### config.mk
export PLATFORM = sky130hd
export DESIGN_NAME = acq_sequencer
export DESIGN_NICKNAME = d
export VERILOG_FILES = /design/src/rtl/acq_sequencer.sv
export SDC_FILE = /design/constraint.sdc
export NUM_CORES = 1
export LEC_CHECK = 0
export BUFFER_PORTS_ARGS = -buffer_cell sky130_fd_sc_hd__buf_2
export CORE_MARGIN = 3
export CORE_UTILIZATION = 25
export CTS_CLUSTER_SIZE = 8
export DETAILED_ROUTE_END_ITERATION = 8
export PLACE_DENSITY = 0.43
export SKIP_LAST_GASP = 1
export SLEW_MARGIN = 20
export SYNTH_ARGS = -nofsm -noshare
export SYNTH_HDL_FRONTEND = slang
export SYNTH_SLANG_ARGS = --single-unit
export TNS_END_PERCENT = 5
### constraint.sdc
create_clock -name clk -period 2.42 [get_ports clk]
set_input_delay 0.242 -clock clk [delete_from_list [all_inputs] [get_ports clk]]
set_output_delay 0.242 -clock clk [all_outputs]
set_load 0.01 [all_outputs]
### src/rtl/acq_sequencer.sv
// Acquisition sequencer: arms the capture unit, forces auto-mode triggers and commits frames during vblank.
// Optional macro ACQ_HOLDOFF_EN adds a post-commit HOLDOFF state that rate-limits screen updates.
module acq_sequencer #(
  parameter int TIMEOUT_CYCLES = 1_300_000,
  parameter int HOLDOFF_CYCLES = 4096
) (
  input  logic       clk,
  input  logic       rst,
  input  logic [1:0] mode,
  input  logic       run_toggle,
  input  logic       single_rearm,
  input  logic       trig_hit,
  input  logic       cap_done,
  input  logic       vblank,
  output logic       arm,
  output logic       force_trig,
  output logic       commit,
  output logic       running,
  output logic       triggered,
  output logic [7:0] frame_cnt,
  output logic [2:0] state
);

  localparam int TW = $clog2(TIMEOUT_CYCLES + 1);
  localparam logic [TW-1:0] T_LAST = TW'(TIMEOUT_CYCLES - 1);

  if (TIMEOUT_CYCLES < 1 || HOLDOFF_CYCLES < 1) begin : g_bad_params
    $error("acq_sequencer: TIMEOUT_CYCLES and HOLDOFF_CYCLES must be at least 1");
  end

  typedef enum logic [2:0] {
    S_STOP        = 3'd0,
    S_ARM         = 3'd1,
    S_WAIT_TRIG   = 3'd2,
    S_CAPTURE     = 3'd3,
    S_WAIT_VBLANK = 3'd4,
    S_COMMIT      = 3'd5,
    S_HOLD        = 3'd6,
    S_HOLDOFF     = 3'd7
  } state_e;

  state_e        st_r;
  logic [1:0]    mode_r;
  logic          trig_r;
  logic          stop_pending_r;
  logic [TW-1:0] tcnt_r;

`ifdef ACQ_HOLDOFF_EN
  localparam int HW = $clog2(HOLDOFF_CYCLES + 1);
  localparam logic [HW-1:0] H_LAST = HW'(HOLDOFF_CYCLES - 1);
  logic [HW-1:0] hcnt_r;
`endif

  assign state = st_r;

  // Sequencer state, latched acquisition context and registered outputs
  always_ff @(posedge clk) begin
    if (rst) begin
      st_r           <= S_STOP;
      mode_r         <= 2'b00;
      trig_r         <= 1'b0;
      stop_pending_r <= 1'b0;
      tcnt_r         <= '0;
`ifdef ACQ_HOLDOFF_EN
      hcnt_r         <= '0;
`endif
      arm            <= 1'b0;
      force_trig     <= 1'b0;
      commit         <= 1'b0;
      running        <= 1'b0;
      triggered      <= 1'b0;
      frame_cnt      <= 8'd0;
    end else begin
      arm        <= 1'b0;
      force_trig <= 1'b0;
      commit     <= 1'b0;
      case (st_r)
        S_STOP: begin
          stop_pending_r <= 1'b0;
          if (run_toggle || (single_rearm && mode == 2'b10)) begin
            st_r    <= S_ARM;
            arm     <= 1'b1;
            running <= 1'b1;
          end else begin
            st_r <= S_STOP;
          end
        end
        S_ARM: begin
          mode_r         <= mode;
          tcnt_r         <= '0;
          stop_pending_r <= 1'b0;
          st_r           <= S_WAIT_TRIG;
        end
        S_WAIT_TRIG: begin
          if (run_toggle) begin
            st_r    <= S_STOP;
            running <= 1'b0;
          end else if (trig_hit) begin
            st_r   <= S_CAPTURE;
            trig_r <= 1'b1;
          end else if (mode_r == 2'b00 && tcnt_r == T_LAST) begin
            st_r       <= S_CAPTURE;
            trig_r     <= 1'b0;
            force_trig <= 1'b1;
          end else begin
            tcnt_r <= tcnt_r + TW'(1);
          end
        end
        S_CAPTURE: begin
          // A stop request lets the in-flight frame finish; a second toggle withdraws it
          if (run_toggle) begin
            stop_pending_r <= ~stop_pending_r;
          end else begin
            stop_pending_r <= stop_pending_r;
          end
          if (cap_done) begin
            st_r <= S_WAIT_VBLANK;
          end else begin
            st_r <= S_CAPTURE;
          end
        end
        S_WAIT_VBLANK: begin
          if (run_toggle) begin
            stop_pending_r <= ~stop_pending_r;
          end else begin
            stop_pending_r <= stop_pending_r;
          end
          if (vblank) begin
            st_r      <= S_COMMIT;
            commit    <= 1'b1;
            triggered <= trig_r;
            frame_cnt <= frame_cnt + 8'd1;
          end else begin
            st_r <= S_WAIT_VBLANK;
          end
        end
        S_COMMIT: begin
          if (stop_pending_r || run_toggle) begin
            st_r    <= S_STOP;
            running <= 1'b0;
          end else if (mode_r == 2'b10) begin
            st_r <= S_HOLD;
          end else begin
`ifdef ACQ_HOLDOFF_EN
            st_r   <= S_HOLDOFF;
            hcnt_r <= '0;
`else
            st_r <= S_ARM;
            arm  <= 1'b1;
`endif
          end
        end
        S_HOLD: begin
          if (run_toggle) begin
            st_r    <= S_STOP;
            running <= 1'b0;
          end else if (single_rearm) begin
            st_r <= S_ARM;
            arm  <= 1'b1;
          end else begin
            st_r <= S_HOLD;
          end
        end
`ifdef ACQ_HOLDOFF_EN
        S_HOLDOFF: begin
          if (run_toggle) begin
            st_r    <= S_STOP;
            running <= 1'b0;
          end else if (hcnt_r == H_LAST) begin
            st_r <= S_ARM;
            arm  <= 1'b1;
          end else begin
            hcnt_r <= hcnt_r + HW'(1);
          end
        end
`endif
        default: begin
          st_r    <= S_STOP;
          running <= 1'b0;
        end
      endcase
    end
  end

endmodule

; ---- Word level (Yosys, flattened, before mapping)
; Cells that the tools add are included.
[totals]
ramBits = 0
input_bits = 9
rom_bits = 0
regBits = 41
wordCells = 86
latchBits = 0
n_memories = 0
out_inout_bits = 16
[op_classes]
n_eq_ne = 17
n_div = 0
n_reduce_logical = 20
bitwise = 5
shift = 0
mul = 0
magnitude_cmp = 0
add_sub_neg = 2
muxes = 31
[op_table]
columns = operator, n
row1 = $mux 21, 3
row2 = $pmux 21 s2, 1
row3 = $mux 3, 8
row4 = $add 21x1->21 const B, 1
row5 = $eq 21x21->1 const B, 1
row6 = $pmux 3 s7, 1
row7 = $mux 1, 15
row8 = $ne 2x2->1 const B, 5
row9 = $eq 3x3->1 const B, 3
row10 = $add 8x1->8 const B, 1
row11 = $reduce_and 4->1, 2
row12 = $reduce_or 2->1, 4
row13 = $eq 3x2->1 const B, 2
row14 = $reduce_bool 2->1, 3
row15 = $not 1->1, 5
row16 = $eq 2x2->1 const B, 2
row17 = $ne 2x1->1 const B, 2
row18 = $ne 4x4->1 const B, 1
row19 = $pmux 1 s4, 1
row20 = $reduce_and 2->1, 2
row21 = $reduce_or 4->1, 1
row22 = $eq 3x1->1 const B, 1
row23 = $logic_not 3->1, 1
row24 = $pmux 1 s3, 1
row25 = other kinds (6), 8

; ---- Longest topological paths before layout
; Gate-level depths: netlist of run 1.
[depth]
word_depth = 6
depth_mapped = 9
mapped_depth_nobuf = 6

; ---- Least setup slack after synthesis of run 1
; No wires, ideal clock.
[synth_path]
kind = register -> register
start = reg st_r[0], in the netlist state[0]
end = reg tcnt_r[13]
path_buffers = 2
period_less_slack_ps = 2026
required_time_ps = 2334
path_stages_with_launch = 8
path_slack_ps = 394
arrival_time_ps = 1941
path_cell_list = dfxtp_1 -> buf_6 -> or3b_1 -> buf_2 -> nor3_4 -> o21ai_2 -> or4_1 -> a211oi_1
[synth_between]
elab_chain_len = 3
elab_cells_between_ends = 8
[synth_rtl]
columns = item, line_no
row1 = "start, declared", 42  ; state_e st_r;
row2 = "start signal, assigned", 59  ; st_r <= S_STOP;
row3 = "start signal, assigned", 81  ; st_r <= S_ARM;
row4 = "start signal, assigned", 85  ; st_r <= S_STOP;
row5 = $eq 3x2->1 or $eq 3x1->1 (tied branches), 77  ; case (st_r)
row6 = $ne 2x2->1 (no source line) or $reduce_bool 2->1 (tied branches), n/a
row7 = $reduce_and 4->1 (no source line), n/a
row8 = "end signal, assigned", 106  ; tcnt_r <= tcnt_r + TW'(1);
row9 = "end, declared", 46  ; logic [TW-1:0] tcnt_r;
; Several ways; a longest one is shown, not always the timed one.
; A chain may end at the register's enable or synchronous reset.

; ---- Final worst setup path of run 1
[layout_path]
start = reg tcnt_r[1]
end = reg tcnt_r[13]
[layout_between]
elab_chain_len = 5
elab_cells_between_ends = 9
[layout_rtl]
columns = item, line_no
row1 = $add 21x1->21, 106
row2 = $mux 21, 101  ; end else if (mode_r == 2'b00 && tcnt_r == T_LAST) begin
row3 = $mux 21, 98  ; end else if (trig_hit) begin
row4 = $mux 21, 95  ; if (run_toggle) begin
row5 = $pmux 21 s2, 77
; Several ways; a longest one is shown, not always the timed one. The select of a mux whose other input is x is not followed.

==> results by group, run 1 <==
Pwr
  • PwrDens: 513 nW/um2
  • Sequential group share of total power: around 52%
  • Leak pwr: 0.000907 uW
  • Clock share of power: between 30% and 40%
  • VDD IR max: 0.000219 V
  • Switching Fraction: roughly 29%
  • Combinational power share: 13.1%
  • Psw: 377 uW
  • Internal: 946 uW

Placed design
  • # port buffers: 24
  • Pre-CTS setup slack: 0.364 ns
  • DP HPWL: approximately 4400 um
  • Routability congestion estimate: between 0.7 and 0.8

CTS
  • CTS clk-pin slew, worst paths: ~0.09 ns
  • CTS tree: yes
  • CTS buffer count: 5
  • H-tree depth: 2
  • Resize count post-CTS: 0
  • Total setup buffers inserted after CTS: 0
  • Root Buffer: clkbuf_8
  • Skew-Pair Late Insertion Delay: 0.30 ns
  • Cts hold-fix bufs: 0
  • Clk sink count: 41
  • Clock tree buffer depth: 2

Synthesis
  • Register area share after synthesis: 37.3%
  • Number of synthesized flops with an enable pin: 0
  • Ys async rst share: 0%
  • Yosys Warn Count: 0
  • Synth top area share: 37.3%
  • Synthesized area: about 2200 um2
  • Largest area contributor in the netlist: dfxtp_1
  • Average size of a mapped cell: 8.12 um2
  • Top FF cell, synth: dfxtp_1
  • Netlist cell types: 48
  • Post-synthesis sequential element count: 41
  • Mapped Nets: 282
  • Cells after Synth: 271
  • Synth area leaders: dfxtp_1 (37%), a21oi_1 (5.5%), nand2_1 (4.6%)

STA
  • Worst Tran Pin Value: 0.712 ns
  • Final Cycle Share: a little under nine tenths
  • Fin. Hold Viols: 0
  • Post-route setup TNS: 0 ns
  • RSZ-0062 raised after global routing: false
  • Slew margin rel.: 52.4%
  • Final setup fails: 0
  • Maximum clock rate: 481 MHz
  • Clock Skews: 0.00763 ns
  • Slew Viols, Final: 0
  • Final WS setup: around 0.34 ns
  • Min Tclk post-route: approximately 2.1 ns

Floorplanning
  • Die height: approximately 100 um
  • Die area: roughly 10000 um2
  • Row count: 33
  • Overall die width: 99.8 um
  • I/O pin cnt: 25
  • Starting Density: between 20% and 30%
  • Core ar.: between 8000 and 9000 um2

Worst setup path
  • CP Capture Type: register
  • CP Launch Type: register
  • CP arrival: between 2 and 2.5 ns
  • WP data required: 2.64 ns
  • WS Path Type: register to register
  • Worst Path Max Fanout: 10

Final layout
  • # fillers: ~910
  • Layout area overhead: 17.2%
  • Layout cell share with drive strength beyond 1: 17.6%
  • Nets: 311
  • Antenna cells: 0
  • Most common cell after layout, fill and taps aside: dfxtp_1
  • Most frequent cells in the layout: dfxtp_1 (41), nand2_1 (27), a21oi_1 (24), buf_2 (24), nor2_1 (21)

Detailed routing
  • # DRC: 0
  • DRT Pass-1 Iters: 5
  • ANT nets after route: 0
  • Iter 0 DRT Violations: about 150
  • Via/cell ratio: 5.27
  • WL/cell: around 15 um
  • DR vias: ~2100
  • Wirelength, routed: 6220 um

Status
  • Run status: finished, final reports clean

Global route
  • Initial antenna violation count: 0
  • Number of global-route vias before repair: 1994
  • Pin count of the biggest net entering global routing: 24
  • First-pass GRT wire length: 10300 um
  • Total Routing Usage GR: 12.9%
  • Total grt overflow: 0

Run
  • Max_cap viols: 0

Hold path
  • Worst Hold Class: primary input to register
power by group through the flow:
stage          Sequential [uW]  Combinational, uW  Clock (uW)
6_report                   694                174         456
5_1_grt                    696                195         499
4_1_cts                    694                176         473
3_5_place_dp               709                175           0
3_3_place_gp               709                177           0
2_1_floorplan              714                110           0
cell families (layout without fill, tap and decap cells):
kind of cell    Yosys count  count (layout)  synth area share [%]
mux                       4               4                  1.82
compound gates           72              72                  22.4
buf+inv                  23              53                  4.44
fa+ha+maj                 2               2                  1.14
simple gates            122             122                  30.1
xor+xnor                  7               7                  2.79
flops                    41              41                  37.3
through the flow:
| stage | utilization, % | instances | instance area (um2) | power, uW | hold WS (ns) |
|---|---|---|---|---|---|
| floorplan | - | 271 | 2200 | 824 | 0.378 |
| global placement | 29.7 | 398 | 2490 | 886 | 0.468 |
| detailed placement | 29.7 | 398 | 2490 | 884 | 0.469 |
| CTS | 30.8 | 406 | 2580 | 1340 | 0.186 |
| global route | 30.8 | 406 | 2580 | 1390 | 0.185 |
| finish | 30.8 | 406 | 2580 | 1320 | 0.187 |
path summary, 6_finish.rpt:
path / startpoint / endpoint / slack, ns / depth (start not counted)
max: tcnt_r[1] / tcnt_r[13] / 0.34 / 7
max reg2reg: tcnt_r[1] / tcnt_r[13] / 0.34 / 7
min: mode[0] / mode_r[0] / 0.19 / 3
min reg2reg: trig_r / trig_r / 0.49 / 2
synthesized netlist by cell type, types with 2 or more instances:
cell type,number
a211oi_1,2
a21oi_1,24
a22oi_1,2
a311oi_1,4
a31oi_1,5
a41oi_1,2
and2_1,4
and3_1,4
and4_1,2
buf_2,3
clkbuf_1,13
dfxtp_1,41
ha_1,2
inv_1,5
mux2i_1,4
nand2_1,27
nand2b_1,3
nand3_1,18
nand4_1,7
nor2_1,21
nor2b_1,4
nor3_1,8
nor3b_1,3
nor4_1,4
nor4b_1,3
o21a_1,4
o21ai_0,6
o311ai_0,6
o31a_1,3
o31ai_1,5
o41ai_1,4
or3_1,3
or4_1,5
xnor2_1,2
xor2_1,5
layer usage:
metal	routed length (um)	global-route usage [%]	part of all wire, %	vias to the layer above
met5	0	0	0	-
met4	95	5.04	1.5	0
met3	218	2.29	3.5	7
met2	2720	18.6	44	42
met1	3190	19.0	51	1010
li1	-	-	-	1080
state kept, by name, indices dropped and copies added, names as in the netlist:
name / cells
tcnt_r: 21
frame_cnt: 8
state: 3
mode_r: 2
arm: 1
commit: 1
force_trig: 1
running: 1
stop_pending_r: 1
trig_r: 1
triggered: 1
critical path, cell delays in order, from the launching register on:
cell,delay [ns]
dfxtp_1,0.39
ha_1,0.24
nand4_1,0.17
or4_1,0.50
o21ai_2,0.20
buf_4,0.21
o31ai_1,0.09
a211oi_1,0.19
cell type report:
cell class | instances | area (um2) | share of cell area [%]
well taps | 105 | 131 | 5.09
clock buffers | 5 | 68.8 | 2.67
multi-input cells | 207 | 1280 | 49.7
repair buffers | 40 | 240 | 9.32
clock inverters | 3 | 17.5 | 0.679
inverters | 5 | 18.8 | 0.728
flip-flops and latches | 41 | 821 | 31.8
Note: power is estimated with default switching activity, not from simulation.
==> run 2: changes to the inputs <==
--- a/config.mk
+++ b/config.mk
@@ -10,7 +10,7 @@
 export CORE_UTILIZATION = 25
 export CTS_CLUSTER_SIZE = 8
 export DETAILED_ROUTE_END_ITERATION = 8
-export PLACE_DENSITY = 0.43
+export PLACE_DENSITY = 0.44
 export SKIP_LAST_GASP = 1
 export SLEW_MARGIN = 20
 export SYNTH_ARGS = -nofsm -noshare
==> constraint.sdc (replaced) <==
create_clock -name clk -period 1.9 [get_ports clk]
set_input_delay 0.19 -clock clk [delete_from_list [all_inputs] [get_ports clk]]
set_output_delay 0.19 -clock clk [all_outputs]
set_load 0.01 [all_outputs]
==> results by group, run 2 (synthesized netlist as in run 1, its figures left out) <==
Worst setup path
  • CP Capture Type: register
  • Largest stage delay, worst path: 0.54 ns (+0.04 ns)
  • WP data required: 2.10 ns (-0.54 ns)
  • Worst path cell trace: ha_4 -> nand4_1 -> or4_4 -> o21ai_4 -> nand2_4 -> a311oi_1
  • Worst Path Max Fanout: 7 (-3)
  • Slowest cell on the critical path: or4_4
  • CP arrival: 2.19 ns (-0.11 ns)
  • WS Path Type: register to register
  • Worst r2r path cells: 6 (-1)
  • CP Launch Type: register

Final layout
  • Antenna cells: 0 (unchanged)
  • Layout area overhead: 34.6%
  • Layout cell share with drive strength beyond 1: 31.8% (+14 points)
  • Non-Filler Instances: 442 (+8.9%)
  • Nets: 347 (+12%)
  • Fin util: 35.3% (+4.6 points)
  • Largest register by flop count: tcnt_r
  • Most common cell after layout, fill and taps aside: buf_4
  • Most frequent cells in the layout: buf_4 (48), dfxtp_1 (36), nand2_1 (26)
  • Max FFs per register: 21 (unchanged)
  • # fillers: 870 (-4.0%)
  • Cell area after layout: 2960 um2 (+15%)

STA
  • Final setup fails: 22 (+22)
  • Final Cycle Share: 105% (+19 points)
  • Slew margin rel.: 48.4% (-4.0 points)
  • Fin. Hold Viols: 0 (unchanged)
  • RSZ-0062 raised after global routing: true
  • Worst Tran Pin Value: 0.772 ns (+0.0600 ns)
  • Slew Viols, Final: 0 (unchanged)
  • Maximum clock rate: 503 MHz (+4.6%)
  • Hold Worst Slack: 0.131 ns (-0.0561 ns)
  • Final WS setup: -0.0899 ns (-0.429 ns)
  • Min Tclk post-route: 1.99 ns (-0.0912 ns)
  • Clock Skews: 0.0124 ns (+0.00476 ns)

Pwr
  • VDD IR max: 0.000229 V (+4.5%)
  • PwrDens: 589 nW/um2 (+15%)
  • Leak pwr: 0.00112 uW (+24%)

CTS
  • Clock tree buffer depth: 2 (unchanged)
  • CTS buffer count: 5 (unchanged)
  • Skew-Pair Late Insertion Delay: 0.31 ns (about the same)
  • Cts hold-fix bufs: 0 (unchanged)
  • Root Buffer: clkbuf_8
  • CTS tree: yes
  • Clk sink count: 41 (unchanged)
  • CTS clk-pin slew, worst paths: 0.09 ns (about the same)
  • H-tree depth: 2 (unchanged)

Hold path
  • Worst Hold Class: primary input to register
  • Worst hold stages: 3 (unchanged)

Placed design
  • Routability congestion estimate: 0.838 (+8.3%)
  • Cells after DPL: 433 (+8.8%)
  • DP HPWL: 4890 um (+10%)
  • Placed cell areas: 2760 um2 (+11%)
  • # port buffers: 24 (unchanged)

Detailed routing
  • Iter 0 DRT Violations: 106 (-31%)
  • ANT nets after route: 0 (unchanged)
  • # DRC: 0 (unchanged)
  • Via/cell ratio: 5.08 (-3.5%)
  • DRT Pass-1 Iters: 4 (-1)
  • WL/cell: 15.3 um (-0.11%)
  • Wirelength, routed: 6770 um (+8.7%)
  • DR vias: 2247 (+5.0%)

Floorplanning
  • Starting Density: 26.2% (unchanged)
  • Core ar.: 8380 um2 (unchanged)
  • Overall die width: 99.8 um (unchanged)
  • I/O pin cnt: 25 (unchanged)
  • Row count: 33 (unchanged)
  • Die area: 9960 um2 (unchanged)
  • Die height: 99.8 um (unchanged)

Status
  • Run status: complete, but fails checks
  • Failing checks: setup timing

Global route
  • Number of global-route vias before repair: 2180 (+9.3%)
  • First-pass GRT wire length: 10900 um (+6.4%)
  • Initial antenna violation count: 0 (unchanged)
  • Pin count of the biggest net entering global routing: 19 (-21%)
  • Total Routing Usage GR: 13.8% (+0.93 points)
  • Total grt overflow: 0 (unchanged)

Run
  • Max_cap viols: 0 (unchanged)
[run 2: critical path: cells and delay by family (launching register included)]
family,cells,cell delay (ns)
and+or+nand+nor,3,0.79
AOI/OAI and AO/OA,2,0.60
DFF,1,0.36
adders and majority gates,1,0.14
[run 2: per-layer routing]
metal	vias up	part of all wire, %	track usage (%)
met3	7	5.4	3.20
met2	52	45	22.4
li1	1147	-	-
met4	0	1.3	5.15
met1	1041	48	17.9
met5	-	0	0
[run 2: timing repair]
item | CTS | global route
hold endpoints to repair | 0 | 0
cloned | 0 | 0
endpoints found under the setup margin | 23 | 24
pin swaps | 2 | 4
resized for setup | 7 | 22
setup buffers | 0 | 1
[run 2: path summary, 6_finish.rpt]
path / start / to / slack (ns)
setup / recovery: tcnt_r[0] / tcnt_r[10] / -0.09
hold / removal: mode[0] / mode_r[0] / 0.13
setup reg to reg: tcnt_r[0] / tcnt_r[10] / -0.09
hold reg to reg: trig_r / trig_r / 0.49
[run 2: power by group]
| group | internal, uW | leakage, uW | total (uW) | switching (uW) |
|---|---|---|---|---|
| sequential | 875 | 0.000333 | 884 | 8.24 |
| clock | 261 | 0.0000481 | 601 | 340 |
| combinational | 97.3 | 0.000743 | 259 | 162 |
| total | 1230 | 0.00112 | 1740 | 510 |
[run 2: stage by stage]
stage	TNS (ns)	power [uW]	setup slack, ns
2_1_floorplan	-0.895	1050	-0.105
3_3_place_gp	-2.13	1150	-0.241
3_5_place_dp	-2.55	1150	-0.240
4_1_cts	-1.11	1760	-0.0900
5_1_grt	-3.33	1830	-0.181
6_report	-1.14	1740	-0.0899
[run 2: layout make-up]
type | count | area (um2) | area share, %
multi-input cells | 207 | 1370 | 46.2
repair buffers | 76 | 526 | 17.7
clock buffers | 5 | 68.8 | 2.32
well taps | 105 | 131 | 4.44
clock inverters | 3 | 22.5 | 0.760
flip-flops and latches | 41 | 827 | 27.9
inverters | 5 | 18.8 | 0.634
